### src/rtl/usb_fs_tx_arbiter_pkg.sv
// ============================================================================
// Module  : usb_fs_tx_arbiter_pkg
// Brief   : Shared PID constants and arbiter state encoding for the FS TX arbiter.
// Revision: 1.0 - initial release
// ============================================================================
`default_nettype none

package usb_fs_tx_arbiter_pkg;

    localparam logic [3:0] PID_ACK   = 4'h2;
    localparam logic [3:0] PID_NAK   = 4'hA;
    localparam logic [3:0] PID_STALL = 4'hE;
    localparam logic [3:0] PID_DATA0 = 4'h3;
    localparam logic [3:0] PID_DATA1 = 4'hB;

    typedef enum logic [1:0] {
        ST_IDLE  = 2'd0,
        ST_START = 2'd1,
        ST_BUSY  = 2'd2,
        ST_GAP   = 2'd3
    } arb_state_e;

endpackage

`default_nettype wire

### src/rtl/usb_rr_pick.sv
// ============================================================================
// Module  : usb_rr_pick
// Brief   : Combinational round-robin picker; first set request at or after ptr.
// Revision: 1.0 - initial release
// ============================================================================
`default_nettype none

module usb_rr_pick #(
    parameter int NUM_REQ = 2,
    parameter int IW      = $clog2(NUM_REQ)
) (
    input  logic [NUM_REQ-1:0] req_i,
    input  logic [IW-1:0]      rr_ptr_i,
    output logic [IW-1:0]      idx_o,
    output logic               valid_o
);

    // Scan from the farthest offset down so the nearest hit is written last.
    always_comb begin
        idx_o   = '0;
        valid_o = 1'b0;
        for (int i = NUM_REQ - 1; i >= 0; i--) begin
            automatic int          k   = (int'(rr_ptr_i) + i) % NUM_REQ;
            automatic logic [IW-1:0] k_w = IW'(k);
            if (req_i[k_w]) begin
                idx_o   = k_w;
                valid_o = 1'b1;
            end
        end
    end

endmodule

`default_nettype wire

### src/rtl/usb_fs_tx_arbiter.sv
// ============================================================================
// Module  : usb_fs_tx_arbiter
// Brief   : Round-robin sharing of the USB FS transmitter with gap and timeout.
// Revision: 1.0 - initial release
// ============================================================================
`default_nettype none

module usb_fs_tx_arbiter
    import usb_fs_tx_arbiter_pkg::*;
#(
    parameter int NUM_REQ        = 2,
    parameter int GAP_CYCLES     = 16,
    parameter int TIMEOUT_CYCLES = 4096
) (
    input  logic                   clk_i,
    input  logic                   reset_i,
    input  logic [NUM_REQ-1:0]     req_i,
    input  logic [4*NUM_REQ-1:0]   req_pid_i,
    input  logic [NUM_REQ-1:0]     req_data_avail_i,
    input  logic [8*NUM_REQ-1:0]   req_data_i,
    output logic [NUM_REQ-1:0]     req_data_get_o,
    output logic [NUM_REQ-1:0]     grant_o,
    output logic [NUM_REQ-1:0]     done_o,
    output logic [NUM_REQ-1:0]     abort_o,
    output logic                   pkt_start_o,
    output logic [3:0]             pid_o,
    output logic                   tx_data_avail_o,
    output logic [7:0]             tx_data_o,
    input  logic                   tx_data_get_i,
    input  logic                   pkt_end_i
);

    localparam int IW = $clog2(NUM_REQ);
    localparam int TW = (TIMEOUT_CYCLES > 1) ? $clog2(TIMEOUT_CYCLES) : 1;
    localparam int GW = $clog2(GAP_CYCLES + 1);
    localparam logic [TW-1:0] TMO_LAST = TW'(TIMEOUT_CYCLES - 1);
    localparam logic [GW-1:0] GAP_LAST = GW'(GAP_CYCLES - 1);
    localparam logic [IW-1:0] IDX_LAST = IW'(NUM_REQ - 1);

    arb_state_e         state_q, state_d;
    logic [NUM_REQ-1:0] grant_q, grant_d;
    logic [NUM_REQ-1:0] done_q, done_d;
    logic [NUM_REQ-1:0] abort_q, abort_d;
    logic               pkt_start_q, pkt_start_d;
    logic [3:0]         pid_q, pid_d;
    logic [IW-1:0]      rr_ptr_q, rr_ptr_d;
    logic [IW-1:0]      win_q, win_d;
    logic [TW-1:0]      tmo_q, tmo_d;
    logic [GW-1:0]      gap_q, gap_d;

    logic [IW-1:0]      pick_idx;
    logic               pick_valid;
    logic [3:0]         pick_pid;
    logic [IW-1:0]      next_ptr;

    usb_rr_pick #(
        .NUM_REQ (NUM_REQ),
        .IW      (IW)
    ) u_pick (
        .req_i    (req_i),
        .rr_ptr_i (rr_ptr_q),
        .idx_o    (pick_idx),
        .valid_o  (pick_valid)
    );

    always_comb begin
        pick_pid = 4'h0;
        for (int i = 0; i < NUM_REQ; i++) begin
            if (pick_idx == IW'(i)) begin
                pick_pid = req_pid_i[4*i +: 4];
            end
        end
    end

    assign next_ptr = (win_q == IDX_LAST) ? '0 : win_q + 1'b1;

    always_ff @(posedge clk_i) begin
        if (reset_i) begin
            state_q     <= ST_IDLE;
            grant_q     <= '0;
            done_q      <= '0;
            abort_q     <= '0;
            pkt_start_q <= 1'b0;
            pid_q       <= 4'h0;
            rr_ptr_q    <= '0;
            win_q       <= '0;
            tmo_q       <= '0;
            gap_q       <= '0;
        end else begin
            state_q     <= state_d;
            grant_q     <= grant_d;
            done_q      <= done_d;
            abort_q     <= abort_d;
            pkt_start_q <= pkt_start_d;
            pid_q       <= pid_d;
            rr_ptr_q    <= rr_ptr_d;
            win_q       <= win_d;
            tmo_q       <= tmo_d;
            gap_q       <= gap_d;
        end
    end

    always_comb begin
        state_d     = state_q;
        grant_d     = grant_q;
        done_d      = '0;
        abort_d     = '0;
        pkt_start_d = 1'b0;
        pid_d       = pid_q;
        rr_ptr_d    = rr_ptr_q;
        win_d       = win_q;
        tmo_d       = tmo_q;
        gap_d       = gap_q;

        case (state_q)
            ST_IDLE: begin
                if (pick_valid) begin
                    grant_d           = '0;
                    grant_d[pick_idx] = 1'b1;
                    win_d             = pick_idx;
                    pid_d             = pick_pid;
                    state_d           = ST_START;
                end
            end
            ST_START: begin
                pkt_start_d = 1'b1;
                tmo_d       = '0;
                state_d     = ST_BUSY;
            end
            ST_BUSY: begin
                // End of packet takes priority over a timeout landing on the same cycle.
                if (pkt_end_i) begin
                    done_d   = grant_q;
                    grant_d  = '0;
                    rr_ptr_d = next_ptr;
                    gap_d    = '0;
                    state_d  = ST_GAP;
                end else if (tmo_q == TMO_LAST) begin
                    abort_d  = grant_q;
                    grant_d  = '0;
                    rr_ptr_d = next_ptr;
                    gap_d    = '0;
                    state_d  = ST_GAP;
                end else begin
                    tmo_d = tmo_q + 1'b1;
                end
            end
            ST_GAP: begin
                if (gap_q == GAP_LAST) begin
                    state_d = ST_IDLE;
                end else begin
                    gap_d = gap_q + 1'b1;
                end
            end
            default: state_d = ST_IDLE;
        endcase
    end

    always_comb begin
        tx_data_avail_o = 1'b0;
        tx_data_o       = 8'h00;
        for (int i = 0; i < NUM_REQ; i++) begin
            if (grant_q[i]) begin
                tx_data_avail_o = tx_data_avail_o | req_data_avail_i[i];
                tx_data_o       = tx_data_o | req_data_i[8*i +: 8];
            end
        end
    end

    assign req_data_get_o = (state_q == ST_BUSY) ? (grant_q & {NUM_REQ{tx_data_get_i}}) : '0;

    assign grant_o     = grant_q;
    assign done_o      = done_q;
    assign abort_o     = abort_q;
    assign pkt_start_o = pkt_start_q;
    assign pid_o       = pid_q;

endmodule

`default_nettype wire
### config.mk
export PLATFORM = sky130hd
export DESIGN_NAME = usb_fs_tx_arbiter
export DESIGN_NICKNAME = d
export VERILOG_FILES = /design/src/rtl/usb_fs_tx_arbiter_pkg.sv /design/src/rtl/usb_rr_pick.sv /design/src/rtl/usb_fs_tx_arbiter.sv
export SDC_FILE = /design/constraint.sdc
export NUM_CORES = 1
export LEC_CHECK = 0
export ABC_AREA = 1
export BUFFER_PORTS_ARGS = -buffer_cell sky130_fd_sc_hd__buf_2
export CELL_PAD_IN_SITES_DETAIL_PLACEMENT = 1
export CELL_PAD_IN_SITES_GLOBAL_PLACEMENT = 1
export CORE_UTILIZATION = 36
export CTS_CLUSTER_SIZE = 8
export DETAILED_ROUTE_END_ITERATION = 8
export PLACE_DENSITY = 0.83
export SLEW_MARGIN = 10
export SYNTH_ARGS = -nofsm -noshare
export SYNTH_HDL_FRONTEND = slang
export SYNTH_SLANG_ARGS = --single-unit
### constraint.sdc
create_clock -name clk_i -period 2 [get_ports clk_i]
set_input_delay 0.2 -clock clk_i [delete_from_list [all_inputs] [get_ports clk_i]]
set_output_delay 0.2 -clock clk_i [all_outputs]
set_load 0.01 [all_outputs]
---- Yosys cells after proc, flatten, opt, wreduce, memory -nomap -nowiden ----
Cells that the tools add are included.
W data, S select, Z words.
word-level totals
  bits of input ports ..................... 32
  logic and storage cells ................. 85
  bits in registers ....................... 32
  output and inout port bits .............. 22
cells by class
  bitwise logic cells ..................... 6
  reductions and logical operators ........ 14
  add/subtract/negate cells ............... 4
  muxes and demuxes ....................... 36
  equal/unequal tests ..................... 11
  magnitude comparators ................... 4
operators by type and width
  operator                 number
  $mux W12                 2
  $pmux W12 S2             1
  $mux W2                  8
  $mux W8                  2
  $mux W1                  15
  $mux W5                  3
  $add A12 B1 Y12 const B  1
  $eq A12 B12 Y1 const B   1
  $reduce_and A3 Y1        4
  $ne A2 B2 Y1 const B     5
  $pmux W5 S2              1
  $or A8 B8 Y8             1
  $pmux W2 S4              1
  $reduce_bool A2 Y1       4
  $lt A1 B2 Y1 const B     3
  $add A5 B1 Y5 const B    1
  $eq A5 B4 Y1 const B     1
  $eq A2 B2 Y1 const B     2
  $mux W4                  1
  $pmux W2 S2              1
  $reduce_and A2 Y1        2
  $reduce_or A4 Y1         1
  $ne A3 B3 Y1 const B     1
  $not A1 Y1               3
  other kinds (9)          10

---- Logic depth before layout (Yosys ltp) ----
  depth after elaboration ................. 11
  mapped depth ............................ 10
  depth with buffers taken out ............ 10

---- Hierarchy ----
From an unflattened synthesis, not the netlist that was laid out.
second synthesis, totals
  cell total of the unflattened synthesis .. 274
  area, all modules ....................... 1858.0 sq um
by module, submodules not included
  module             seq. area each (sq um)  cells each  area an instance (sq um)  times used
  usb_fs_tx_arbiter  640.6                   270         1839.3                    1
  usb_rr_pick        0.0                     4           18.8                      1

---- Worst setup path after synthesis ----
Ideal clock, no wire load.
  path type ............................... register -> register
  start ................................... reg gap_q[0]
  end ..................................... reg gap_q[3]
  period minus slack after synthesis ...... 1469 ps
  required time ........................... 1887 ps
  path buffers ............................ 0
  path slack .............................. 531 ps
  library setup time ...................... 113 ps
  stages on the path, launching flop included .. 11
  arrival time ............................ 1356 ps
  cells stage by stage .................... dfxtp_1 ha_1 nand2_1 nor2_1 ha_1 nor2_1 o21bai_2 nand2_1 clkinv_1 nor2_1 nor2_1
on the way
  cells in the longest elaborated chain, start to end .. 3
  elaborated cells on any way between the ends .. 6
  classes of those cells .................. add/sub (1); eq/ne (2); mux (2); reduce/logical (1)
RTL lines
  item                                                     line                                                RTL
  from (decl)                                              usb_fs_tx_arbiter.sv:49                             logic [GW-1:0] gap_q, gap_d;
  from (signal assigned)                                   usb_fs_tx_arbiter.sv:99                             gap_q <= gap_d;
  $add A5 B1 Y5 / $eq A5 B4 Y1 (equally long branches)     usb_fs_tx_arbiter.sv:152, usb_fs_tx_arbiter.sv:149
  $mux W5 / $ne A2 B2 Y1 (equally long branches)           n/a
  $pmux W5 S2 / $reduce_and A3 Y1 (equally long branches)  n/a
Parallel ways exist; a longest one is shown, timed or not. The select of a mux whose other input is x is not followed.
A chain may end at the register's enable or synchronous reset.

---- Final worst setup path ----
  start ................................... reg state_q[0]
  end ..................................... out req_data_get_o[1]
on the way
  cells in the longest elaborated chain, start to end .. 2
RTL lines
  item                    line                      RTL
  from (decl)             usb_fs_tx_arbiter.sv:40   arb_state_e state_q, state_d;
  from (signal assigned)  usb_fs_tx_arbiter.sv:90   state_q <= state_d;
  $eq A2 B2 Y1            usb_fs_tx_arbiter.sv:170  assign req_data_get_o = (state_q == ST_BUSY) ? (grant_q & {NUM_REQ{tx_data_get_i}}) : '0;
  $mux W2                 usb_fs_tx_arbiter.sv:170
  to (decl)               usb_fs_tx_arbiter.sv:21   output logic [NUM_REQ-1:0] req_data_get_o,
Every way passes these cells.

==> results_dict.tcl <==
set metrics [dict create \
    fin_setup_tns_ps 0 \
    power.share.switching 0.4190 \
    dieArea_um2 5606 \
    fill_cells 695 \
    nets 385 \
    placeableCoreArea_um2 5107 \
    cts_buffer_depth 2 \
    firstDrtPassIters 4 \
    leakagePower_nw 1.127 \
    reg_clk_slew_reported_paths_ps 70 \
    critical_path_arrival_ps 1620 \
    synth_warn 0 \
    clockPowerShare 0.212 \
    dp_cells 408 \
    num_vias 1971 \
    setup.worst_path.end_class "output port" \
    timing.slew.headroom 0.5825 \
    combinational_power_share 0.447 \
    antenna_cells 0 \
    pwr_density_cell_nw_per_um2 1074 \
    maxCapViolations 0 \
    dp_hpwl_mm 3.957 \
    initial_core_util 0.3743 \
    synth_largest_area_cell "sky130_fd_sc_hd__dfxtp_1" \
    grt_usage 0.2090 \
    drtIter0Drc 65 \
    number_of_port_buffers 53 \
    cp.required_ps 1800 \
    ys_ff_latch 32 \
    crit_path_max_fanout 6 \
    insertion_delay_ps 290 \
    crit_type "reg2out" \
    gr-total-overflow 0 \
    ys_dominant_reg_cell "sky130_fd_sc_hd__dfxtp_1" \
    grt_setup_unrepaired "false" \
    fmaxAchievable_ghz 0.5509 \
    synth_fp_nets 330 \
    multi_input_comb_area_um2 1054 \
    num_clock_sinks 32 \
    total_switching_power_mw 1.048 \
    synthDistinctLibCells 29 \
    run_status "completed" \
    clock-root-buffer "sky130_fd_sc_hd__clkbuf_8" \
    htree_num_levels 2 \
    grt_first_pass_wirelength_mm 8.673 \
    power_frac_seq 0.342 \
    synth_seq_area_share 0.3351 \
    ys_async_sr_fraction 0 \
    critical_path.slowest_cell "sky130_fd_sc_hd__dfxtp_1" \
    postSynthAreaPerCell_um2 6.593 \
    tritoncts.num_buffers 5 \
    syn-instance-count 290 \
    seqCellArea_um2 640.6 \
    path_common_cell "sky130_fd_sc_hd__inv_1" \
    worstHoldPathType "in2reg" \
    fin_crit_ps 1815 \
    via_count_of_the_first_global_routing_pass 1907 \
    io_pins 54 \
    route.detailed.drc 0 \
    cts_tree "done" \
    final-setup-viol-count 0 \
    drive_above_1_share 0.2225 \
    drt_via_density 4.738 \
    ir_drop_mv 0.5477 \
    fp-row-count 26 \
    path_cells "inv_1 -> ha_2 -> inv_1 -> buf_4 -> nor3_1 -> buf_2" \
    postRouteAntennaNets 0 \
    synth_top_area_share 0.3351 \
    internal_power_summed_over_all_cells_mw 1.453 \
    timing.final.hold_violations 0 \
    area_growth_syn_to_layout_pct 21.79 \
    synth_area_leaders "sky130_fd_sc_hd__dfxtp_1 (34%), sky130_fd_sc_hd__nand2_1 (15%), sky130_fd_sc_hd__inv_1 (8.2%)" \
    die_w_um 74.88 \
    finalCritPeriodShare 0.9077 \
    ctsHoldBuffers 0 \
    startpoint_type "flop" \
    cp_slowest_stage_delay_ps 350 \
    die-height_um 74.88 \
    worst_clock_skew_ps 7.745 \
    avgRoutedWirePerCell_um 13.13 \
    synth_enable_flop_cells 0 \
    wl_mm 5.461 \
    layout.cells.non_filler 416 \
    grt_start_max_net_pins 24 \
    timing.final.max_slew_violations 0 \
    max_slew.worst_pin.slew_ps 622.0 \
    grt_antenna_before_repair 0 \
    place_congestion 0.8401 \
    synth_area_um2 1912 \
]
[power groups by stage]
stage | clock network [mW] | logic (mW) | registers [mW]
after floorplan | 0 | 0.792 | 0.846
after global placement | 0 | 1.07 | 0.866
after detailed placement | 0 | 1.10 | 0.869
after CTS | 0.544 | 1.12 | 0.856
after global routing | 0.563 | 1.27 | 0.875
final | 0.530 | 1.12 | 0.855
[worst max-delay path, delay by kind of cell (launching register included)]
family        cells  cell delay (ps)
fa+ha+maj         1              250
simple gates      1              160
flops             1              350
buf+inv           4              560
[worst paths after layout]
check              from           endpoint  slack (ps)  cells past startpoint
max          state_q[0]  req_data_get_o[1]         180                      6
min           pkt_end_i          done_o[1]         210                      3
min reg2reg    gap_q[4]           gap_q[4]         480                      2
max reg2reg    tmo_q[0]           tmo_q[8]         230                     10
[sequential cells by signal, summed over array words and instances, names as in the netlist]
signal and flops:
grant_o 2, gap_q 5, pkt_start_o 1, abort_o 2, tmo_q 12, pid_o 4, done_o 2, state_q 2
rr_ptr_q 1, win_q 1
[kinds of logic (layout without fill, tap and decap cells)]
| logic type | Yosys count | in the layout | synth area share |
|---|---|---|---|
| simple gates | 155 | 155 | 0.3606 |
| buf+inv | 52 | 108 | 0.1152 |
| compound gates | 42 | 42 | 0.1322 |
| flops | 32 | 32 | 0.3351 |
| fa+ha+maj | 8 | 8 | 0.05236 |
| xor+xnor | 1 | 1 | 0.004582 |
[cells in the mapped netlist (3+ instances only)]
master,count
sky130_fd_sc_hd__dfxtp_1,32
sky130_fd_sc_hd__nand2_2,3
sky130_fd_sc_hd__a21oi_1,20
sky130_fd_sc_hd__nor2_2,3
sky130_fd_sc_hd__o21ai_0,9
sky130_fd_sc_hd__inv_1,42
sky130_fd_sc_hd__a22o_1,9
sky130_fd_sc_hd__ha_1,8
sky130_fd_sc_hd__nand3_1,22
sky130_fd_sc_hd__nand2_1,78
sky130_fd_sc_hd__clkbuf_1,4
sky130_fd_sc_hd__nor2_1,32
sky130_fd_sc_hd__nor3_1,5
[through the flow]
stage               hold WS [ps]  setup WS (ps)  power (mW)    util  cell area (um^2)
floorplan                  358.3          530.8       1.638       -              1912
CTS                        196.5          116.1       2.519  0.4554              2326
global placement           449.1          309.6       1.934  0.4378              2236
global route               246.7          56.43       2.705  0.4559              2328
detailed placement         470.5          269.2       1.969  0.4378              2236
finish                     210.4          184.7       2.501  0.4559              2328
[area by class of cell]
cell class,count,share of cell area
multi-input combinational,206,0.4524
sequential,32,0.2751
timing repair buffer,57,0.1268
inverter,43,0.06932
clock buffer,8,0.03869
tap,70,0.03761
[metal layers]
metal	up-vias	track usage	wire length (um)
li1	1024	-	-
met1	895	0.2502	2446
met2	43	0.3584	2656
met3	9	0.04953	268
met4	0	0.08805	89
met5	-	0	0
[cells in the final DEF, fill, tap and decap left out, types with 5 or more instances in the layout]
master                     instances
sky130_fd_sc_hd__nor3_1            5
sky130_fd_sc_hd__ha_1              7
sky130_fd_sc_hd__dfxtp_1          32
sky130_fd_sc_hd__nor2_1           32
sky130_fd_sc_hd__o21ai_0           9
sky130_fd_sc_hd__nand2_1          78
sky130_fd_sc_hd__clkbuf_8          6
sky130_fd_sc_hd__inv_1            42
sky130_fd_sc_hd__a22o_1            9
sky130_fd_sc_hd__buf_2            53
sky130_fd_sc_hd__nand3_1          22
sky130_fd_sc_hd__a21oi_1          20
[what timing repair did]
item | CTS | global route
resized for setup | 0 | 1
setup buffers | 0 | 0
setup endpoints to repair | 0 | 1
Note: power is estimated with default switching activity, not from simulation.
